--- src/rtl/mem_xfer_pkg.sv ---
// mem_xfer_pkg
//   Shared definitions for the cache-line transfer engine: the default
//   geometry (3-bit word address, 32-bit words, 2 words per line), the
//   derived line constants, and the engine state encoding.
package mem_xfer_pkg;

    localparam int AWIDTH_DEF = 3;
    localparam int DWIDTH_DEF = 32;
    localparam int OFFW_DEF   = 1;

    // Words per line and line-address width for the default geometry.
    localparam int LINE_WORDS = 1 << OFFW_DEF;
    localparam int LAW        = AWIDTH_DEF - OFFW_DEF;

    typedef enum logic [2:0] {
        ST_IDLE    = 3'd0,
        ST_RD      = 3'd1,
        ST_RD_LAST = 3'd2,
        ST_WR      = 3'd3,
        ST_DONE    = 3'd4
    } state_t;

endpackage

--- src/rtl/mem_line_xfer_if.sv ---
// mem_line_xfer_if
//   Bundles the request/response handshake between the cache controller and
//   the transfer engine, plus the data-RAM access signals.
//
//   Handshake: a request is taken on a rising edge where req_valid and
//   req_ready are both 1; req_write, req_line_addr and req_wdata are sampled
//   on that edge only.  req_valid seen while req_ready is 0 is ignored, not
//   queued.  resp_valid is a single-cycle completion pulse; resp_rdata is
//   meaningful while resp_valid is 1 after a fill and holds until the next
//   fill completes.
//
//   Modports:
//     slave  - the engine (mem_line_xfer)
//     master - the controller plus the RAM (drives requests and mem_dout)
interface mem_line_xfer_if
    import mem_xfer_pkg::*;
#(
    parameter int AWIDTH = AWIDTH_DEF,
    parameter int DWIDTH = DWIDTH_DEF,
    parameter int OFFW   = OFFW_DEF
) ();

    localparam int N_WORDS = 1 << OFFW;
    localparam int LINE_AW = AWIDTH - OFFW;

    logic                         req_valid;
    logic                         req_ready;
    logic                         req_write;
    logic [LINE_AW-1:0]           req_line_addr;
    logic [DWIDTH*N_WORDS-1:0]    req_wdata;
    logic                         resp_valid;
    logic [DWIDTH*N_WORDS-1:0]    resp_rdata;
    logic [AWIDTH-1:0]            mem_addr;
    logic [DWIDTH-1:0]            mem_din;
    logic                         mem_we;
    logic [DWIDTH-1:0]            mem_dout;

    modport slave (
        input  req_valid, req_write, req_line_addr, req_wdata, mem_dout,
        output req_ready, resp_valid, resp_rdata, mem_addr, mem_din, mem_we
    );

    modport master (
        output req_valid, req_write, req_line_addr, req_wdata, mem_dout,
        input  req_ready, resp_valid, resp_rdata, mem_addr, mem_din, mem_we
    );

endinterface

--- src/rtl/mem_line_buf.sv ---
// mem_line_buf
//   One cache line of storage (N_WORDS x DWIDTH).
//   Ports:
//     clock, reset_n - clock and asynchronous active-low clear
//     load_en/line_in - load the whole line at once (writeback source)
//     wr_en/wr_idx/wr_data - write one word (fill capture)
//     rd_idx/rd_data - read one stored word
//     line_nxt - the line as it will be after this edge's updates, so a
//                caller can register the complete line on the same edge
//                the last word is captured
module mem_line_buf
    import mem_xfer_pkg::*;
#(
    parameter int DWIDTH = DWIDTH_DEF,
    parameter int OFFW   = OFFW_DEF
) (
    input  logic                          clock,
    input  logic                          reset_n,
    input  logic                          load_en,
    input  logic [DWIDTH*(1<<OFFW)-1:0]   line_in,
    input  logic                          wr_en,
    input  logic [OFFW-1:0]               wr_idx,
    input  logic [DWIDTH-1:0]             wr_data,
    input  logic [OFFW-1:0]               rd_idx,
    output logic [DWIDTH-1:0]             rd_data,
    output logic [DWIDTH*(1<<OFFW)-1:0]   line_nxt
);

    localparam int N_WORDS = 1 << OFFW;

    logic [DWIDTH-1:0] words_q [N_WORDS];
    logic [DWIDTH-1:0] words_d [N_WORDS];

    always_comb begin
        words_d = words_q;
        if (load_en) begin
            for (int i = 0; i < N_WORDS; i++) begin
                words_d[i] = line_in[i*DWIDTH +: DWIDTH];
            end
        end
        if (wr_en) begin
            words_d[wr_idx] = wr_data;
        end
    end

    always_comb begin
        line_nxt = '0;
        for (int i = 0; i < N_WORDS; i++) begin
            line_nxt[i*DWIDTH +: DWIDTH] = words_d[i];
        end
    end

    assign rd_data = words_q[rd_idx];

    always_ff @(posedge clock or negedge reset_n) begin
        if (!reset_n) begin
            for (int i = 0; i < N_WORDS; i++) begin
                words_q[i] <= '0;
            end
        end else begin
            words_q <= words_d;
        end
    end

endmodule

--- src/rtl/mem_line_xfer.sv ---
// mem_line_xfer
//   Initiator engine that moves whole cache lines to/from a single-port
//   synchronous-read RAM (read data appears the cycle after the address).
//   A fill issues LINE_WORDS ascending read addresses and returns the line
//   with a one-cycle resp_valid; a writeback issues LINE_WORDS ascending
//   writes and then pulses resp_valid.  All outputs are registered.
//   Ports:
//     clock, reset_n - clock and asynchronous active-low reset
//     bus            - request/response handshake and RAM signals (slave)
//     dbg_state      - current engine state
module mem_line_xfer
    import mem_xfer_pkg::*;
#(
    parameter int AWIDTH = AWIDTH_DEF,
    parameter int DWIDTH = DWIDTH_DEF,
    parameter int OFFW   = OFFW_DEF
) (
    input  logic            clock,
    input  logic            reset_n,
    mem_line_xfer_if.slave  bus,
    output state_t          dbg_state
);

    localparam int N_WORDS = 1 << OFFW;
    localparam int LINE_AW = AWIDTH - OFFW;
    localparam int CW      = OFFW + 1;
    localparam int LINE_DW = DWIDTH * N_WORDS;

    state_t               state_q,      state_d;
    logic [CW-1:0]        cnt_q,        cnt_d;
    logic [LINE_AW-1:0]   line_q,       line_d;
    logic                 req_ready_q,  req_ready_d;
    logic                 resp_valid_q, resp_valid_d;
    logic [LINE_DW-1:0]   resp_rdata_q, resp_rdata_d;
    logic [AWIDTH-1:0]    mem_addr_q,   mem_addr_d;
    logic [DWIDTH-1:0]    mem_din_q,    mem_din_d;
    logic                 mem_we_q,     mem_we_d;

    logic                 buf_load;
    logic                 buf_wr_en;
    logic [OFFW-1:0]      buf_wr_idx;
    logic [OFFW-1:0]      buf_rd_idx;
    logic [DWIDTH-1:0]    buf_rd_data;
    logic [LINE_DW-1:0]   buf_line_nxt;

    // Offset of the word after the one currently presented.
    logic [OFFW-1:0]      nxt_off;
    logic                 last_word;

    assign nxt_off   = cnt_q[OFFW-1:0] + OFFW'(1);
    assign last_word = (cnt_q == CW'(N_WORDS - 1));

    mem_line_buf #(
        .DWIDTH (DWIDTH),
        .OFFW   (OFFW)
    ) u_buf (
        .clock    (clock),
        .reset_n  (reset_n),
        .load_en  (buf_load),
        .line_in  (bus.req_wdata),
        .wr_en    (buf_wr_en),
        .wr_idx   (buf_wr_idx),
        .wr_data  (bus.mem_dout),
        .rd_idx   (buf_rd_idx),
        .rd_data  (buf_rd_data),
        .line_nxt (buf_line_nxt)
    );

    always_comb begin
        state_d      = state_q;
        cnt_d        = cnt_q;
        line_d       = line_q;
        req_ready_d  = req_ready_q;
        resp_valid_d = 1'b0;
        resp_rdata_d = resp_rdata_q;
        mem_addr_d   = mem_addr_q;
        mem_din_d    = mem_din_q;
        mem_we_d     = 1'b0;
        buf_load     = 1'b0;
        buf_wr_en    = 1'b0;
        // RAM data lags the address by one cycle, so the word arriving now
        // belongs to the offset presented last cycle.
        buf_wr_idx   = cnt_q[OFFW-1:0] - OFFW'(1);
        buf_rd_idx   = nxt_off;

        unique case (state_q)
            ST_IDLE: begin
                req_ready_d = 1'b1;
                if (bus.req_valid && req_ready_q) begin
                    line_d      = bus.req_line_addr;
                    cnt_d       = '0;
                    req_ready_d = 1'b0;
                    mem_addr_d  = {bus.req_line_addr, OFFW'(0)};
                    if (bus.req_write) begin
                        buf_load  = 1'b1;
                        mem_din_d = bus.req_wdata[DWIDTH-1:0];
                        mem_we_d  = 1'b1;
                        state_d   = ST_WR;
                    end else begin
                        state_d   = ST_RD;
                    end
                end
            end

            ST_RD: begin
                buf_wr_en = (cnt_q != '0);
                cnt_d     = cnt_q + CW'(1);
                if (last_word) begin
                    state_d = ST_RD_LAST;
                end else begin
                    mem_addr_d = {line_q, nxt_off};
                end
            end

            ST_RD_LAST: begin
                // Final word lands in the buffer and the response register
                // on the same edge.
                buf_wr_en    = 1'b1;
                resp_rdata_d = buf_line_nxt;
                resp_valid_d = 1'b1;
                state_d      = ST_DONE;
            end

            ST_WR: begin
                if (last_word) begin
                    resp_valid_d = 1'b1;
                    state_d      = ST_DONE;
                end else begin
                    cnt_d      = cnt_q + CW'(1);
                    mem_addr_d = {line_q, nxt_off};
                    mem_din_d  = buf_rd_data;
                    mem_we_d   = 1'b1;
                end
            end

            ST_DONE: begin
                cnt_d       = '0;
                req_ready_d = 1'b1;
                state_d     = ST_IDLE;
            end

            default: begin
                req_ready_d = 1'b1;
                state_d     = ST_IDLE;
            end
        endcase
    end

    always_ff @(posedge clock or negedge reset_n) begin
        if (!reset_n) begin
            state_q      <= ST_IDLE;
            cnt_q        <= '0;
            line_q       <= '0;
            req_ready_q  <= 1'b1;
            resp_valid_q <= 1'b0;
            resp_rdata_q <= '0;
            mem_addr_q   <= '0;
            mem_din_q    <= '0;
            mem_we_q     <= 1'b0;
        end else begin
            state_q      <= state_d;
            cnt_q        <= cnt_d;
            line_q       <= line_d;
            req_ready_q  <= req_ready_d;
            resp_valid_q <= resp_valid_d;
            resp_rdata_q <= resp_rdata_d;
            mem_addr_q   <= mem_addr_d;
            mem_din_q    <= mem_din_d;
            mem_we_q     <= mem_we_d;
        end
    end

    assign bus.req_ready  = req_ready_q;
    assign bus.resp_valid = resp_valid_q;
    assign bus.resp_rdata = resp_rdata_q;
    assign bus.mem_addr   = mem_addr_q;
    assign bus.mem_din    = mem_din_q;
    assign bus.mem_we     = mem_we_q;
    assign dbg_state      = state_q;

endmodule

--- src/flat_wrapper.sv ---
// flat-port wrapper written by rule: the top's interface ports become plain ports
module mem_line_xfer_flat import mem_xfer_pkg::*;
#(
    parameter int AWIDTH = AWIDTH_DEF,
    parameter int DWIDTH = DWIDTH_DEF,
    parameter int OFFW   = OFFW_DEF
)
  (clock, reset_n, dbg_state, bus_req_valid, bus_req_write, bus_req_line_addr, bus_req_wdata, bus_mem_dout, bus_req_ready, bus_resp_valid, bus_resp_rdata, bus_mem_addr, bus_mem_din, bus_mem_we);
  mem_line_xfer_if #(.AWIDTH(AWIDTH), .DWIDTH(DWIDTH), .OFFW(OFFW)) bus_i ();
  input  logic clock;
  input  logic reset_n;
  output state_t dbg_state;
  input wire logic [$bits(bus_i.req_valid)-1:0] bus_req_valid;
  input wire logic [$bits(bus_i.req_write)-1:0] bus_req_write;
  input wire logic [$bits(bus_i.req_line_addr)-1:0] bus_req_line_addr;
  input wire logic [$bits(bus_i.req_wdata)-1:0] bus_req_wdata;
  input wire logic [$bits(bus_i.mem_dout)-1:0] bus_mem_dout;
  output wire logic [$bits(bus_i.req_ready)-1:0] bus_req_ready;
  output wire logic [$bits(bus_i.resp_valid)-1:0] bus_resp_valid;
  output wire logic [$bits(bus_i.resp_rdata)-1:0] bus_resp_rdata;
  output wire logic [$bits(bus_i.mem_addr)-1:0] bus_mem_addr;
  output wire logic [$bits(bus_i.mem_din)-1:0] bus_mem_din;
  output wire logic [$bits(bus_i.mem_we)-1:0] bus_mem_we;
  assign bus_i.req_valid = bus_req_valid;
  assign bus_i.req_write = bus_req_write;
  assign bus_i.req_line_addr = bus_req_line_addr;
  assign bus_i.req_wdata = bus_req_wdata;
  assign bus_i.mem_dout = bus_mem_dout;
  assign bus_req_ready = bus_i.req_ready;
  assign bus_resp_valid = bus_i.resp_valid;
  assign bus_resp_rdata = bus_i.resp_rdata;
  assign bus_mem_addr = bus_i.mem_addr;
  assign bus_mem_din = bus_i.mem_din;
  assign bus_mem_we = bus_i.mem_we;
  mem_line_xfer #(.AWIDTH(AWIDTH), .DWIDTH(DWIDTH), .OFFW(OFFW)) u_core (.clock(clock), .reset_n(reset_n), .bus(bus_i), .dbg_state(dbg_state));
endmodule
--- config.mk ---
export PLATFORM = sky130hd
export DESIGN_NAME = mem_line_xfer_flat
export DESIGN_NICKNAME = d
export VERILOG_FILES = /design/src/rtl/mem_xfer_pkg.sv /design/src/rtl/mem_line_xfer_if.sv /design/src/rtl/mem_line_buf.sv /design/src/rtl/mem_line_xfer.sv /design/src/flat_wrapper.sv
export SDC_FILE = /design/constraint.sdc
export NUM_CORES = 1
export LEC_CHECK = 0
export CAP_MARGIN = 20
export CORE_MARGIN = 5
export CORE_UTILIZATION = 41
export CTS_CLUSTER_DIAMETER = 50
export DETAILED_ROUTE_END_ITERATION = 10
export GPL_ROUTABILITY_DRIVEN = 0
export GPL_TIMING_DRIVEN = 1
export PLACE_DENSITY = 0.67
export SYNTH_ARGS = -nofsm -noshare
export SYNTH_HDL_FRONTEND = slang
export SYNTH_SLANG_ARGS = --single-unit
--- constraint.sdc ---
create_clock -name clock -period 3.1 [get_ports clock]
set_input_delay 0.62 -clock clock [delete_from_list [all_inputs] [get_ports clock]]
set_output_delay 0.62 -clock clock [all_outputs]
set_load 0.01 [all_outputs]
==> metrics list <==
- Length of the first detailed-routing pass in iterations: 5
- Between clock sinks in the finished design, the worst skew comes to roughly 0.015 ns.
- Total of buffers placed on input and output ports: 206
* Final Max Slew Viols: 0
- Type of the tightest min-delay check: primary input to asynchronous set/reset pin
- The critical path goes through or3b_4, a21o_1, buf_4, a31oi_1.
- The worst setup path is captured at a flop.
- After clock tree synthesis, the flow added hold-fix buffers numbering 0.
* Fraction of the yosys area taken by sequential cells: 47.1%
* Overflow left after global routing: 0
- Proportion of register bits with asynchronous set or reset after synthesis: 100%
- Entering global routing, the biggest net connects between 90 and 100 pins.
- Type of the worst setup path: flop to flop
- In this run, synthesis inferred 0 flip-flops with an integrated enable.
- Of the available clock period, the critical path in the final layout requires roughly four fifths.
* Vias in the first global route: approximately 7600
- Most frequent standard cell in the layout excluding fill and tap cells: clkdlybuf4s50_1
- In this run, distinct cell masters in the synthesized netlist total 38.
- Clock latency of the later-clocked register in the worst-skew pair: between 0.4 and 0.5 ns
* Cell with the biggest individual delay on the critical path: or3b_4
- At the worst endpoint, the required time is between 3 and 4 ns.
* Count of fill cells added during filler insertion: around 1900
- Initial core utilization: a little over two fifths
* Average instance area after synthesis: ~11 µm²
- The H-tree generated during clock tree synthesis spans 4 levels.
- Counting along the longest clock path gives a buffer depth of 2.
- After the flow finishes, the layout carries non-filler instances totaling roughly 1300.
- Core footprint: 0.0220 mm²
* Count of cells along the worst register-to-register path: 4
- Fmax achieved: slightly above 0.4 GHz
* Net count after synthesis: 963
- The synthesized netlist occupies a cell area of 0.00920 mm².
- CTS saw approximately 170 sinks.
* RSZ-0062 raised after global routing: no
- Number of DRC markers in iteration 0: just under 700
- Worst relative slew slack: around 47%
- Endpoints failing hold: 0
* Share of layout cells above drive strength 1: between 15 and 20%
- TritonCTS Buffers: 17
- Vias per cell: around 6
- Leakage power figure: about 4.5 nW
* Max_cap viols: 0
- Of the post-synthesis cell area, the dominant cell type holds a little under half.
- In this run the worst path has a maximum fanout of 35.
- Detailed-route via count: between 7000 and 8000
- Outcome: finished, final reports clean
- The final layout contains 1118 nets.
* Wire length of the first global-routing pass: approximately 43000 µm
* Most used DFF post-synth: dfrtp_1
- Initial antenna violation count: 1
* Row count: between 50 and 60
- Across every metal layer, demand over resource in global routing totals 20.8%.
* Die W: around 160 µm
- Number of top-level pins: roughly 210
* CTS Root Cell: clkbuf_16
* Placed instance count: 1275
* Yosys top cell by area: dfrtp_1
- STA puts the critical path data arrival time at between 2 and 3 ns.
- The largest single stage delay on the critical path is 0.64 ns.
- FF-to-FF End: u_core.u_buf.words_q[6]$_DFF_PN0_
- Once detail routing completed, the nets flagged for antenna violations numbered 0.
- Fin crit period: about 2.5 ns
- By area the synthesized netlist is led by dfrtp_1, mux2_2, mux2i_1.
- During synthesis, Yosys emitted a total of 0 warnings.
- Area Growth Syn to Fin: 28.8%
- Reg-to-reg setup timing slack: around 0.62 ns
* Residual DRC count: 0
- Maximum ir drop on the vdd rail: approximately 700 µV
- At the pin with the least slew margin, the transition time is 0.797 ns.
- TritonCTS clock tree: built
- Detail Placement HPWL: between 15000 and 20000 µm
* Power density relative to cell area: approximately 1100 mW/mm²
- Startpoint of the worst-slack reg-to-reg timing path: u_core.dbg_state[0]$_DFFE_PN0P_
- In the synthesized netlist, the number of instances is about 860.
* Area of the die: 0.0255 mm²
- Setup violations remaining at the end of the flow were counted as 0.
* Final WL: approximately 28000 µm
- Post-route setup TNS: 0 ns
- Post-DR wirelength/cell: about 21 µm
- After clock tree synthesis, the repair step resized 0 gates.
- In this run, synthesis produced a sequential element count of between 150 and 200.
- Clock-pin slew was measured on the worst setup and hold paths at about 0.07 ns.
* Total setup buffers inserted after CTS: 0
* Commonest non-fill, non-tap cells in the layout: clkdlybuf4s50_1, dfrtp_1, mux2_2
* Floorplan die height: approximately 160 µm
- STA classifies the critical path startpoint as a flop.
## kinds of logic after synthesis
kind of cell	after synthesis	share of synthesized area (%)
AO/OA/AOI/OAI	269	17.7
adder cells (fa/ha/maj)	2	0.272
AND/OR/NAND/NOR	153	8.03
flip-flops	173	47.1
multiplexers	167	20.8
buffers and inverters	95	6.19
## Yosys cell counts, types with 2 or more instances
master    number
mux2_2        72
a21o_1         3
o21ai_0       65
nor2b_1        4
a31oi_1       64
mux2_4        29
nand2_1        2
clkbuf_1      40
nand3_1       67
mux2_1         2
nand2b_1       4
ha_1           2
a211oi_1      66
buf_6         16
dfrtp_1      172
inv_1          3
nor2_1        66
a21oi_1       66
buf_2         32
mux2i_1       64
buf_12         3
## per-stage QoR
| step | instance area, µm² | util, % | hold slack [ns] | worst slack [ns] | power (mW) |
|---|---|---|---|---|---|
| floorplan | 9200 | - | 0.324 | 0.925 | 8.41 |
| global placement | 11300 | 51.4 | 0.484 | 0.705 | 10.8 |
| detailed placement | 11300 | 51.4 | 0.495 | 0.643 | 10.9 |
| CTS | 11800 | 53.9 | 0.192 | 0.604 | 13.0 |
| global route | 11800 | 53.9 | 0.208 | 0.511 | 13.7 |
| finish | 11800 | 53.9 | 0.173 | 0.622 | 12.9 |
## metal layers
layer | vias up | global-route usage [%] | wire length, µm
met3 | 37 | 5.34 | 2170
met5 | - | 0 | 0
met1 | 3777 | 30.1 | 12400
li1 | 3501 | - | -
met2 | 389 | 30.9 | 12600
met4 | 0 | 6.26 | 535
## flip-flops by register name, summed over array words and instances, names as in the netlist
register,count
u_core.bus.resp_rdata,64
u_core.cnt_q,2
u_core.bus.req_ready,1
u_core.bus.resp_valid,1
u_core.bus.mem_we,1
u_core.bus.mem_din,32
u_core.line_q,2
u_core.dbg_state,3
u_core.bus.mem_addr,3
u_core.u_buf.words_q,64
## area by class of cell
cell class              instances  area, µm²  area share [%]
repair buffers                228       2280            19.2
well taps                     280        350            2.96
clock inverters                13        110           0.930
diodes                          1       2.50          0.0211
multi-input cells             591       4320            36.4
clock buffers                  19        443            3.74
flip-flops and latches        173       4330            36.6
inverters                       3       11.3          0.0951
## worst max path at each step
| stage | start | end |
|---|---|---|
| floorplan | u_core.cnt_q[0]$_DFFE_PN0P_ | u_core.u_buf.words_q[10]$_DFF_PN0_ |
| global placement | u_core.cnt_q[0]$_DFFE_PN0P_ | u_core.u_buf.words_q[15]$_DFF_PN0_ |
| detailed placement | u_core.dbg_state[0]$_DFFE_PN0P_ | u_core.u_buf.words_q[6]$_DFF_PN0_ |
| CTS | u_core.dbg_state[0]$_DFFE_PN0P_ | dbg_state[0] |
| global route | u_core.dbg_state[0]$_DFFE_PN0P_ | u_core.u_buf.words_q[16]$_DFF_PN0_ |
| finish | u_core.dbg_state[0]$_DFFE_PN0P_ | u_core.u_buf.words_q[6]$_DFF_PN0_ |
## critical path: cells and delay by family, from the launching register on
family	cells	cell delay (ns)
and+or+nand+nor	1	0.64
buffers and inverters	1	0.36
AOI/OAI and AO/OA	2	0.72
DFF	1	0.59
## power breakdown
| group | total [mW] | leakage, nW | switching, mW | internal [mW] |
|---|---|---|---|---|
| registers | 4.30 | 1.96 | 0.880 | 3.42 |
| clock network | 2.04 | 0.263 | 0.979 | 1.06 |
| logic | 6.60 | 2.26 | 3.32 | 3.28 |
| total | 12.9 | 4.47 | 5.18 | 7.76 |
No activity file was read; power rests on OpenSTA's default activity.
